**config.mk**
```make
export PLATFORM = sky130hd
export DESIGN_NAME = ram_access_ctrl
export DESIGN_NICKNAME = d
export VERILOG_FILES = /design/src/rtl/ram_access_ctrl_pkg.sv /design/src/rtl/ram_access_ctrl_rr_arbiter2.sv /design/src/rtl/ram_access_ctrl.sv
export SDC_FILE = /design/constraint.sdc
export NUM_CORES = 1
export LEC_CHECK = 0
export CORE_MARGIN = 2
export CORE_UTILIZATION = 40
export CTS_CLUSTER_DIAMETER = 100
export DETAILED_ROUTE_END_ITERATION = 8
export DONT_BUFFER_PORTS = 1
export PLACE_DENSITY = 0.55
export SYNTH_ARGS = -nofsm -noshare
export SYNTH_HDL_FRONTEND = slang
export SYNTH_SLANG_ARGS = --single-unit
```
**constraint.sdc**
```tcl
create_clock -name clk -period 1.4 [get_ports clk]
set_clock_uncertainty 0.05 [all_clocks]
set_input_delay 0.28 -clock clk [delete_from_list [all_inputs] [get_ports clk]]
set_output_delay 0.28 -clock clk [all_outputs]
set_load 0.02 [all_outputs]
```
**src/rtl/ram_access_ctrl_pkg.sv**
```systemverilog
// Shared definitions for ram_access_ctrl: FSM states, requester IDs and default widths.
package ram_access_ctrl_pkg;

  localparam int DEF_DATA_W = 8;
  localparam int DEF_ADDR_W = 6;
  localparam int DEF_DEPTH  = 64;

  typedef enum logic {
    S_CLEAR = 1'b0,
    S_RUN   = 1'b1
  } state_t;

  localparam logic ID_A = 1'b0;
  localparam logic ID_B = 1'b1;

endpackage

```
**src/rtl/ram_access_ctrl_rr_arbiter2.sv**
```systemverilog
// Two-requester arbiter producing a one-hot grant. ARB_ROUND_ROBIN_EN selects
// round-robin (alternate on contention); otherwise req[0] has fixed priority.
module rr_arbiter2
  import ram_access_ctrl_pkg::*;
(
`ifdef ARB_ROUND_ROBIN_EN
  input  logic       clk,
  input  logic       reset,
`endif
  input  logic [1:0] req,
  output logic [1:0] gnt
);

`ifdef ARB_ROUND_ROBIN_EN
  logic r_lastGrant;

  // Remember who won most recently; B is the reset value so A wins first contention.
  always_ff @(posedge clk or posedge reset) begin
    if (reset) begin
      r_lastGrant <= ID_B;
    end else if (|gnt) begin
      r_lastGrant <= gnt[1];
    end
  end

  always_comb begin
    gnt = 2'b00;
    if (req == 2'b11) begin
      gnt = (r_lastGrant == ID_A) ? 2'b10 : 2'b01;
    end else begin
      gnt = req;
    end
  end
`else
  always_comb begin
    gnt    = 2'b00;
    gnt[0] = req[0];
    gnt[1] = req[1] & ~req[0];
  end
`endif

endmodule

```
**src/rtl/ram_access_ctrl.sv**
```systemverilog
// Controller for an external 64x8 single-port RAM: clears it after reset, then
// arbitrates A/B requests with 2-cycle read returns. Option: ARB_ROUND_ROBIN_EN.
module ram_access_ctrl
  import ram_access_ctrl_pkg::*;
#(
  parameter int DATA_W = DEF_DATA_W,
  parameter int ADDR_W = DEF_ADDR_W,
  parameter int DEPTH  = DEF_DEPTH
) (
  input  logic              clk,
  input  logic              reset,
  output logic              init_done,
  input  logic              a_valid,
  output logic              a_ready,
  input  logic              a_we,
  input  logic [ADDR_W-1:0] a_addr,
  input  logic [DATA_W-1:0] a_wdata,
  output logic              a_rvalid,
  output logic [DATA_W-1:0] a_rdata,
  input  logic              b_valid,
  output logic              b_ready,
  input  logic              b_we,
  input  logic [ADDR_W-1:0] b_addr,
  input  logic [DATA_W-1:0] b_wdata,
  output logic              b_rvalid,
  output logic [DATA_W-1:0] b_rdata,
  output logic [DATA_W-1:0] ram_data,
  output logic [ADDR_W-1:0] ram_addr,
  output logic              ram_we,
  input  logic [DATA_W-1:0] ram_q
);

  state_t            r_state;
  state_t            w_stateNext;
  logic [ADDR_W-1:0] r_clrCnt;
  logic              r_initDone;
  logic              r_rdPend;
  logic              r_rdId;
  logic              r_aRvalid;
  logic              r_bRvalid;
  logic [DATA_W-1:0] r_aRdata;
  logic [DATA_W-1:0] r_bRdata;
  logic [1:0]        w_req;
  logic [1:0]        w_gnt;
  logic              w_clrLast;
  logic              w_rdGrant;

  assign w_req     = (r_state == S_RUN) ? {b_valid, a_valid} : 2'b00;
  assign w_clrLast = (r_clrCnt == ADDR_W'(DEPTH - 1));

  rr_arbiter2 u_arb (
`ifdef ARB_ROUND_ROBIN_EN
    .clk   (clk),
    .reset (reset),
`endif
    .req   (w_req),
    .gnt   (w_gnt)
  );

  assign a_ready   = w_gnt[0];
  assign b_ready   = w_gnt[1];
  assign init_done = r_initDone;
  assign a_rvalid  = r_aRvalid;
  assign b_rvalid  = r_bRvalid;
  assign a_rdata   = r_aRdata;
  assign b_rdata   = r_bRdata;

  // RAM pins come from the clear sweep or from whichever requester holds the grant.
  always_comb begin
    w_stateNext = r_state;
    ram_we      = 1'b0;
    ram_addr    = '0;
    ram_data    = '0;
    w_rdGrant   = 1'b0;
    case (r_state)
      S_CLEAR: begin
        ram_we   = 1'b1;
        ram_addr = r_clrCnt;
        if (w_clrLast) begin
          w_stateNext = S_RUN;
        end
      end
      S_RUN: begin
        if (w_gnt[0]) begin
          ram_we    = a_we;
          ram_addr  = a_addr;
          ram_data  = a_wdata;
          w_rdGrant = ~a_we;
        end else if (w_gnt[1]) begin
          ram_we    = b_we;
          ram_addr  = b_addr;
          ram_data  = b_wdata;
          w_rdGrant = ~b_we;
        end
      end
    endcase
  end

  always_ff @(posedge clk or posedge reset) begin
    if (reset) begin
      r_state    <= S_CLEAR;
      r_clrCnt   <= '0;
      r_initDone <= 1'b0;
    end else begin
      r_state <= w_stateNext;
      if (r_state == S_CLEAR) begin
        r_clrCnt <= r_clrCnt + ADDR_W'(1);
        if (w_clrLast) begin
          r_initDone <= 1'b1;
        end
      end
    end
  end

  // Read granted in N is marked pending; RAM q is captured at the end of N+1.
  always_ff @(posedge clk or posedge reset) begin
    if (reset) begin
      r_rdPend  <= 1'b0;
      r_rdId    <= ID_A;
      r_aRvalid <= 1'b0;
      r_bRvalid <= 1'b0;
      r_aRdata  <= '0;
      r_bRdata  <= '0;
    end else begin
      r_rdPend  <= w_rdGrant;
      r_rdId    <= w_gnt[1] ? ID_B : ID_A;
      r_aRvalid <= r_rdPend && (r_rdId == ID_A);
      r_bRvalid <= r_rdPend && (r_rdId == ID_B);
      if (r_rdPend && (r_rdId == ID_A)) begin
        r_aRdata <= ram_q;
      end
      if (r_rdPend && (r_rdId == ID_B)) begin
        r_bRdata <= ram_q;
      end
    end
  end

endmodule

```
==> impl.org, run 1 <==
** Critical path
- Flop-to-flop setup slack :: -80 ps
- The worst register-to-register path has a depth of 5.
- Type of the worst setup path :: register to primary output
- Critical register-to-register path startpoint :: r_state
- FF-to-FF End :: r_clrCnt[5]
- Arrival time reported for the critical path endpoint :: 1310 ps
- In this run the worst path has a maximum fanout of 10.
- Kind of capture point of the worst setup path :: primary output
- Data on the critical path is required at its endpoint by 1070 ps.
- Critical Path Source Type :: register

** Timing
- Measured against its own limit, the worst slew margin works out to 0.701.
- In the post-route analysis, the smallest setup slack over all paths is -236 ps.
- Of the available clock period, the critical path in the final layout requires 1.17.
- Setup repair after global routing missed its margin :: true
- Subtracting the final worst setup slack from the clock period gives around 1600 ps.
- Worst-case hold slack :: approximately 55 ps
- Measured slew at the worst slew-check pin :: roughly 450 ps
- Achievable clock frequency :: roughly 0.61 GHz
- Setup violators final :: 18
- Final-report hold violation count :: 0
- The number of pins with negative max-slew slack in the final report is 0.

** Route
- The count of nets left with antenna violations once routing finished came out at 0.
- DRT Pass-1 Iters :: 5
- After detailed routing, the total wire length is roughly 2800 µm.
- Wirelength per Cell :: approximately 17 µm
- Remaining DRCs :: 0
- Detailed-route via count :: between 800 and 900
- 1st-iter DRT viols :: 26
- After detailed routing, the number of vias per cell comes to ~5.5.

** Power and ir drop
- Clock Power Share :: 0.246
- Sw Ratio :: 0.230
- Total power for the finished layout comes to 0.00125 W.
- For this design the static power due to leakage is 0.750 nW.
- The share of total power dissipated in sequential elements is 0.699.
- Dividing total power by cell area gives a power density of approximately 750 nW/µm².
- The internal portion of the total power is between 0.0009 and 0.001 W.
- Largest vdd supply drop :: around 0.23 mV
- Of the total power, combinational logic draws 0.055.
- Net Switching :: between 0.0002 and 0.0003 W

** Synth
- A synthesized cell averages 12.4 µm².
- Mux contribution to synthesized area :: 0.147
- Of the total synthesized cell area, the portion taken by full adders, half adders and majority gates is 0.00961.
- Share of synthesized area occupied by flip-flops and latches :: 0.538
- Largest family of logic cells by synthesized area :: multiplexers
- The cell count after synthesis came out at 105.
- Area fraction in compound gates after synthesis :: 0.129
- Area fraction in and, or, nand and nor cells after synthesis :: 0.0932
- Library cells used by synthesis :: 24
- Share of synthesized flip-flops with an asynchronous set or reset :: 1.00
- For this run, the leading register cell type out of synthesis is sky130_fd_sc_hd__dfrtp_1.
- Of the total synthesized cell area, the portion taken by XOR and XNOR cells is 0.0336.
- Number of storage elements in the synthesis netlist :: 28
- In this run, synthesis inferred 0 flip-flops with an integrated enable.
- Netlist area before placement :: around 1300 µm²
- For this run, the number of Yosys warnings is 0.
- When the netlist entered floorplanning its net count stood at roughly 150.

** Floorplan
- The floorplan step set the die width to around 61 µm.
- Overall die area :: 3730 µm²
- Height of the die :: 61.1 µm
- Initial core utilization :: 0.423
- In this run the standard cell core region covers 3080 µm².
- Num rows :: 20
- I/O pin count :: about 80

** Place
- Detailed placement finished with a half-perimeter wire length of 1910 µm.
- Quantity of I/O buffers inserted on ports :: 0
- Place WS :: 21.3 ps
- At the end of routability-driven placement, the weighted congestion stood at just under 0.8.

** Clocking
- Number of sinks driven by the clock tree :: 28
- TritonCTS built the clock tree.
- Clock tree synthesis inserted a total of 3 buffers.
- For the worst-skew pair, the clock arrives at the later sink with an insertion delay of roughly 310 ps.
- Level count of the clock H-tree :: 1
- The tree is rooted in a sky130_fd_sc_hd__clkbuf_4.
- The clock passes through at most 2 buffers.
- Clock transition time at the flip-flop clock pins of the worst setup and hold paths :: around 130 ps

** Global route
- Global routing finished with a remaining overflow of 0.
- First-pass GRT wire length :: 4000 µm
- In the global route stage, overall resource usage came out at 0.149.
- Initial antenna violation count :: 0
- The via count of the first global-routing pass was about 900.
- Entering global routing, the biggest net connects 29 pins.

** Layout
- Of the cells placed in the final design, the portion with a size suffix greater than 1 is 0.517.
- The library cell used most frequently in the layout, excluding fill and tap cells, is sky130_fd_sc_hd__dfrtp_1.
- In the layout the commonest cells are 27 x sky130_fd_sc_hd__dfrtp_1, 17 x sky130_fd_sc_hd__mux2_2, 8 x sky130_fd_sc_hd__a22o_4, 7 x sky130_fd_sc_hd__a22oi_1.
- The net count of the finished layout is between 150 and 200.
- Compared with the post-synthesis result, the final layout area differs by 29.0%.
- Inserted Diodes :: 0

** Hold path
- The worst hold path terminates at b_rdata[4].
- The startpoint identified for the worst hold timing path is ram_q[4].
- Hold Crit Depth :: 1
- Worst hold path class :: input port to register

** Run status
- The run finished, with violations left.
- Failing checks :: negative setup slack

** Flow run
- Max capacitance violation total :: 0
-- through the flow --
| step | setup TNS, ps | cells | instance area (µm²) | util |
|---|---|---|---|---|
| 6_report | -3400 | 162 | 1680 | 0.546 |
| 5_1_grt | -4760 | 162 | 1680 | 0.546 |
| 4_1_cts | -2820 | 158 | 1550 | 0.502 |
| 3_5_place_dp | 0 | 153 | 1400 | 0.456 |
| 3_3_place_gp | 0 | 153 | 1400 | 0.456 |
| 2_1_floorplan | -500 | 105 | 1310 | - |
-- cell families (layout without fill, tap and decap cells) --
kind of cell	Yosys count	after routing
AND/OR/NAND/NOR	21	22
flip-flops	28	28
buffers and inverters	10	22
adder cells (fa/ha/maj)	1	1
AO/OA/AOI/OAI	23	23
XOR/XNOR	5	5
multiplexers	17	17
-- synth_stat cells (2+ instances only) --
master / n / area share
sky130_fd_sc_hd__mux2_2: 17 / 0.15
sky130_fd_sc_hd__buf_2: 4 / 0.015
sky130_fd_sc_hd__buf_6: 3 / 0.026
sky130_fd_sc_hd__a21oi_1: 6 / 0.023
sky130_fd_sc_hd__nand2_1: 2 / 0.0058
sky130_fd_sc_hd__xnor2_1: 4 / 0.027
sky130_fd_sc_hd__dfrtp_1: 28 / 0.54
sky130_fd_sc_hd__nor2_1: 6 / 0.017
sky130_fd_sc_hd__a22o_1: 8 / 0.054
sky130_fd_sc_hd__inv_1: 3 / 0.0086
sky130_fd_sc_hd__a22oi_1: 7 / 0.040
sky130_fd_sc_hd__nand3_1: 2 / 0.0077
sky130_fd_sc_hd__nand2b_1: 4 / 0.019
-- power by group through the flow --
stage	Clock [W]	Combinational, W	Sequential, W
2_1_floorplan	0	0.0000576	0.000888
3_3_place_gp	0	0.0000591	0.000891
3_5_place_dp	0	0.0000617	0.000893
4_1_cts	0.000336	0.0000652	0.000877
5_1_grt	0.000389	0.0000771	0.000882
6_report	0.000309	0.0000685	0.000876
-- worst max path at each step --
| stage | from | endpoint | slack [ps] | depth (start not counted) |
|---|---|---|---|---|
| after floorplan | a_valid | ram_data[0] | -60 | 6 |
| after global placement | r_state | ram_data[7] | 60 | 2 |
| after global routing | r_state | ram_addr[1] | -310 | 4 |
| after CTS | r_state | ram_data[7] | -200 | 2 |
| after detailed placement | r_state | ram_data[7] | 20 | 2 |
| final | r_state | ram_data[2] | -240 | 2 |
-- worst max-delay path, cell delays in order, from the launching register on --
cell and delay (ps):
sky130_fd_sc_hd__dfrtp_2 510, sky130_fd_sc_hd__and2_4 220, sky130_fd_sc_hd__a22o_4 260
-- what timing repair did --
| action | in CTS | in global routing |
|---|---|---|
| cloned | 1 | 2 |
| hold buffers | 1 | 0 |
| endpoints found under the hold margin | 28 | 0 |
| buffers inserted | 0 | 2 |
| pin swaps | 7 | 4 |
| gates resized for setup | 23 | 16 |
| setup endpoints to repair | 17 | 17 |
-- layout make-up --
| cell class | instances | area (µm²) |
|---|---|---|
| fillers | 273 | 1400 |
| flip-flops and latches | 28 | 702 |
| multi-input cells | 68 | 697 |
| repair buffers | 16 | 193 |
| well taps | 44 | 55.1 |
| clock buffers | 3 | 22.5 |
| inverters | 3 | 11.3 |
-- layer usage --
metal / part of all wire / wire length (µm) / GRT usage
met2: 0.53 / 1500 / 0.251
met4: 0.0050 / 14 / 0.0652
met5: 0 / 0 / 0
met3: 0.086 / 243 / 0.0420
met1: 0.38 / 1070 / 0.178
-- sequential cells by signal, indices dropped and copies added (netlist names) --
register / count
r_rdPend: 1
r_rdId: 1
a_rdata: 8
r_clrCnt: 6
init_done: 1
a_rvalid: 1
r_state: 1
b_rdata: 8
b_rvalid: 1
(Power assumes the default switching activity.)
==> run 2, diff against run 1 <==
Settings changed: ABC_AREA set to 1.
==> run 2 against run 1 <==
  * The run still ends with negative setup slack left
  * Sequential power shrank 7.6%
  * Global-route usage is 0.42 points higher
  * Sequential share of layout area up 1.2 points
  * Setup slack got worse by 71 ps
  * Largest power group unchanged
  * Highest routed layer unchanged
==> impl.org, run 2 <==
** Run status
- Status: finished with violations (unchanged).
- Failing checks :: negative setup slack (unchanged)

** Clocking
- Clock buffer count from CTS :: 3 (unchanged)
- The number of clock sinks is 28 (unchanged).
- The H-tree level count came to 1 (unchanged).
- Clock tree from TritonCTS :: done (unchanged)
- The clock latency on the worst-skew pair came to 300 ps (was 310 ps).
- The clock transition time at the flip-flop clock pins of the worst setup and hold paths was 130 ps (about the same).
- Root Driver :: sky130_fd_sc_hd__clkbuf_4 (unchanged)
- Maximum buffer depth of the clock tree :: 2 (unchanged)

** Route
- The number of detailed-routing iterations run before antenna repair came to 3 (was 5).
- The count of vias placed by the detailed router came to 1144 (was 890).
- Remaining DRCs :: 0 (unchanged)
- Total routed wirelength :: 2810 µm (was 2830 µm)
- The detailed-route vias per instance is 4.97 (was 5.49).
- Wirelength per Cell :: 12.2 µm (was 17.5 µm)
- The first-iteration detailed-routing DRC count came to 46 (was 26).
- Post-route antenna net violation count :: 0 (unchanged)

** Critical path
- The highest cell delay on the worst timing path was 430 ps (was 510 ps).
- Register-to-Register Path Depth :: 3 (was 5)
- The cell type of the slowest stage on the worst timing path is sky130_fd_sc_hd__dfrtp_1 (was sky130_fd_sc_hd__dfrtp_2).
- Type of the worst setup path :: register to primary output (unchanged)
- The highest fanout seen on the critical path came to 4 (was 10).
- The end of the worst register-to-register path is a_rdata[3] (was r_clrCnt[5]).
- The type of origin of the critical path is a register (unchanged).
- Levels on crit path :: 6 (was 2)
- Critical Path, Cell by Cell: nand2_1, inv_2, nor2_4, buf_6, nand2_2, nand3b_1 (was and2_4, a22o_4).
- The worst endpoint required time is 1070 ps (about the same).
- Critical register-to-register path startpoint :: r_rdId (was r_state)
- Cell type group with the largest total delay on the critical path :: simple AND/OR/NAND/NOR gates (was flip-flops)
- Kind of capture point of the worst setup path :: primary output (unchanged)
- Flop-to-flop setup slack :: 170 ps (was -80 ps)
- Count of buffering cells on the critical path with inverters included :: 2 (was 0)
- Arrival time reported for the critical path endpoint :: 1380 ps (was 1310 ps)

** Layout
- Commonest cells after routing, fill and taps aside :: 58 x sky130_fd_sc_hd__nand2_1, 28 x sky130_fd_sc_hd__dfrtp_1, 21 x sky130_fd_sc_hd__inv_1, 13 x sky130_fd_sc_hd__nand2_2 (was 27 x sky130_fd_sc_hd__dfrtp_1, 17 x sky130_fd_sc_hd__mux2_2, 8 x sky130_fd_sc_hd__a22o_4, 7 x sky130_fd_sc_hd__a22oi_1)
- The fill cell instance count of the final layout came to 350 (was 273).
- Area growth, synth to finish :: 17.8% (was 29.0%)
- The finished layout cell area is 1630 µm² (was 1680 µm²).
- The fraction of layout instances using a drive strength above 1 is 0.266 (was 0.517).
- Inserted Diodes :: 0 (unchanged)
- Multi-input gate area :: 606 µm² (was 697 µm²)
- The most common library cell in the layout ignoring fill and taps is sky130_fd_sc_hd__nand2_1 (was sky130_fd_sc_hd__dfrtp_1).
- The total area of sequential cells is 701 µm² (was 702 µm²).
- The number of nets in the finished design is 229 (was 163).

** Power and ir drop
- The largest vdd supply drop was 0.259 mV (was 0.233 mV).
- The power per standard cell area is 702 nW/µm² (was 746 nW/µm²).
- Pleak :: 0.866 nW (was 0.750 nW)
- The overall power of the completed layout is 0.00114 W (was 0.00125 W).

** Synth
- Yosys top cell area share :: 0.506 (was 0.538)
- The largest area contributor in the netlist was sky130_fd_sc_hd__dfrtp_1 (unchanged).
- The number of distinct library cells after synthesis came to 21 (was 24).
- Most instantiated library cell after synthesis :: sky130_fd_sc_hd__nand2_1 (was sky130_fd_sc_hd__dfrtp_1)
- The warning count from the yosys run was 0 (unchanged).
- The synthesized netlist cell count was 170 (was 105).
- Number of storage elements in the synthesis netlist :: 28 (unchanged)
- The cell area after technology mapping is 1380 µm² (was 1300 µm²).
- The number of nets produced by synthesis was 213 (was 148).
- The number of enable flip-flop cells after synthesis was 0 (unchanged).
- The fraction of registers with async set or reset after synthesis was 1.00 (unchanged).
- Ranking of synthesized cells by instance count: 71 x sky130_fd_sc_hd__nand2_1, 28 x sky130_fd_sc_hd__dfrtp_1, 21 x sky130_fd_sc_hd__inv_1 (was 28 x sky130_fd_sc_hd__dfrtp_1, 17 x sky130_fd_sc_hd__mux2_2, 8 x sky130_fd_sc_hd__a22o_1).
- The average cell area after synthesis came to 8.14 µm² (was 12.4 µm²).
- Largest cells by area after synthesis :: sky130_fd_sc_hd__dfrtp_1 51%, sky130_fd_sc_hd__nand2_1 19%, sky130_fd_sc_hd__inv_1 5.7% (was sky130_fd_sc_hd__dfrtp_1 54%, sky130_fd_sc_hd__mux2_2 15%, sky130_fd_sc_hd__a22o_1 5.4%)
- Prevailing post-synth register cell :: sky130_fd_sc_hd__dfrtp_1 (unchanged)
- Share of synthesized area occupied by flip-flops and latches :: 0.506 (was 0.538)

** Place
- The placed wire-length estimate came to 2200 µm (was 1910 µm).
- The routability congestion estimate is 0.730 (was 0.769).
- Placed standard-cell area :: 1480 µm² (was 1400 µm²)
- The count of buffers from port buffering was 0 (unchanged).
- The setup slack at placement is -40.6 ps (was 21.3 ps).

** Global route
- The via count of the first global-routing pass is 1123 (was 896).
- Pin count of the biggest net entering global routing :: 19 (was 29)
- The overall fraction of global-route tracks in use was 0.153 (was 0.149).
- The global-route congestion overflow total was 0 (unchanged).
- The first-pass GRT wire length was 4820 µm (was 4000 µm).
- The number of antenna violations at the first check in global routing came to 0 (unchanged).

** Hold path
- Launch point of the worst hold path :: ram_q[7] (was ram_q[4])
- Hold Crit Depth :: 2 (was 1)
- Sink of the worst hold path :: a_rdata[7] (was b_rdata[4])
- The class of the tightest hold or removal check is input port to register (unchanged).

** Timing
- Final-report hold violation count :: 0 (unchanged)
- Slew margin rel. :: 0.677 (was 0.701)
- The total of endpoints with negative setup slack in the final report came to 17 (was 18).
- Setup slack of the critical path after layout :: -307 ps (was -236 ps)
- Setup repair after global routing missed its margin: true (unchanged).
- The achievable frequency is 0.586 GHz (was 0.611 GHz).
- The share of the clock period used by the worst path after layout was 1.22 (was 1.17).
- The slew of the pin with the lowest slew margin came to 483 ps (was 448 ps).
- Min cycle time layout :: 1710 ps (was 1640 ps)
- Final Max Slew Viols :: 0 (unchanged)

** Floorplan
- The overall die area is 3950 µm² (was 3730 µm²).
- Height of the die :: 62.8 µm (was 61.1 µm)
- Initial core utilization :: 0.415 (was 0.423)
- Num rows :: 21 (was 20)
- I/O pin count :: 78 (unchanged)
- The area of the core is 3340 µm² (was 3080 µm²).
- The die span in x was 62.8 µm (was 61.1 µm).

** Flow run
- Max capacitance violation total :: 0 (unchanged)
==> run 2: cell count changes in the layout (fill, tap and decap cells not counted), moves of 11 or more <==
cell | before | now
sky130_fd_sc_hd__nand2_2 | 0 | 13
sky130_fd_sc_hd__mux2_2 | 17 | 0
sky130_fd_sc_hd__inv_1 | 3 | 21
sky130_fd_sc_hd__nand2_1 | 1 | 58
sky130_fd_sc_hd__o21ai_0 | 0 | 11
==> run 2: area by class of cell <==
cell class	count	share of cell area
Inverter	23	0.0530
Tap cell	46	0.0353
Sequential cell	28	0.430
Clock buffer	3	0.0138
Timing Repair Buffer	17	0.0967
Multi-Input combinational cell	113	0.371
==> run 2: kinds of logic (layout without fill, tap and decap cells) <==
kind of cell | Yosys count | count (layout) | share of synthesized area
AOI/OAI and AO/OA | 21 | 21 | 0.101
and+or+nand+nor | 89 | 89 | 0.268
xor gates and xnor gates | 2 | 2 | 0.0127
DFF | 28 | 28 | 0.506
adders and majority gates | 1 | 1 | 0.00904
buffers and inverters | 29 | 43 | 0.103
==> run 2: worst max path at each step <==
stage                       start          end
after floorplan           r_state  ram_addr[2]
after global placement    r_state  ram_addr[3]
after detailed placement  r_state  ram_addr[3]
after CTS                 r_state  ram_data[5]
after global routing      r_state  ram_addr[3]
final                     r_state  ram_addr[3]
==> run 2: power breakdown <==
group	total, W	switching [W]	leakage [nW]	internal, W
Combinational	0.0000343	0.0000244	0.559	0.00000985
Clock	0.000302	0.000202	0.0138	0.000100
Sequential	0.000809	0	0.293	0.000809
==> run 2: through the flow <==
stage	hold WS [ps]	utilization	std cells	setup TNS [ps]
final	60.4	0.489	230	-4430
after global routing	32.8	0.489	230	-6260
after CTS	36.6	0.477	228	-4750
after detailed placement	161	0.444	221	-109
after global placement	158	0.444	221	0
after floorplan	295	-	170	0
==> run 2: timing repair <==
item | CTS | global route
resized for setup | 17 | 7
pin swaps | 3 | 6
endpoints found under the setup margin | 20 | 17
setup buffers | 3 | 2
hold endpoints to repair | 10 | 0
hold buffers | 1 | 0
==> run 2: layer usage <==
| layer | wire length, µm | global-route usage |
|---|---|---|
| met1 | 1130 | 0.169 |
| met3 | 211 | 0.0288 |
| met2 | 1440 | 0.289 |
| met5 | 0 | 0 |
| met4 | 27 | 0.0583 |
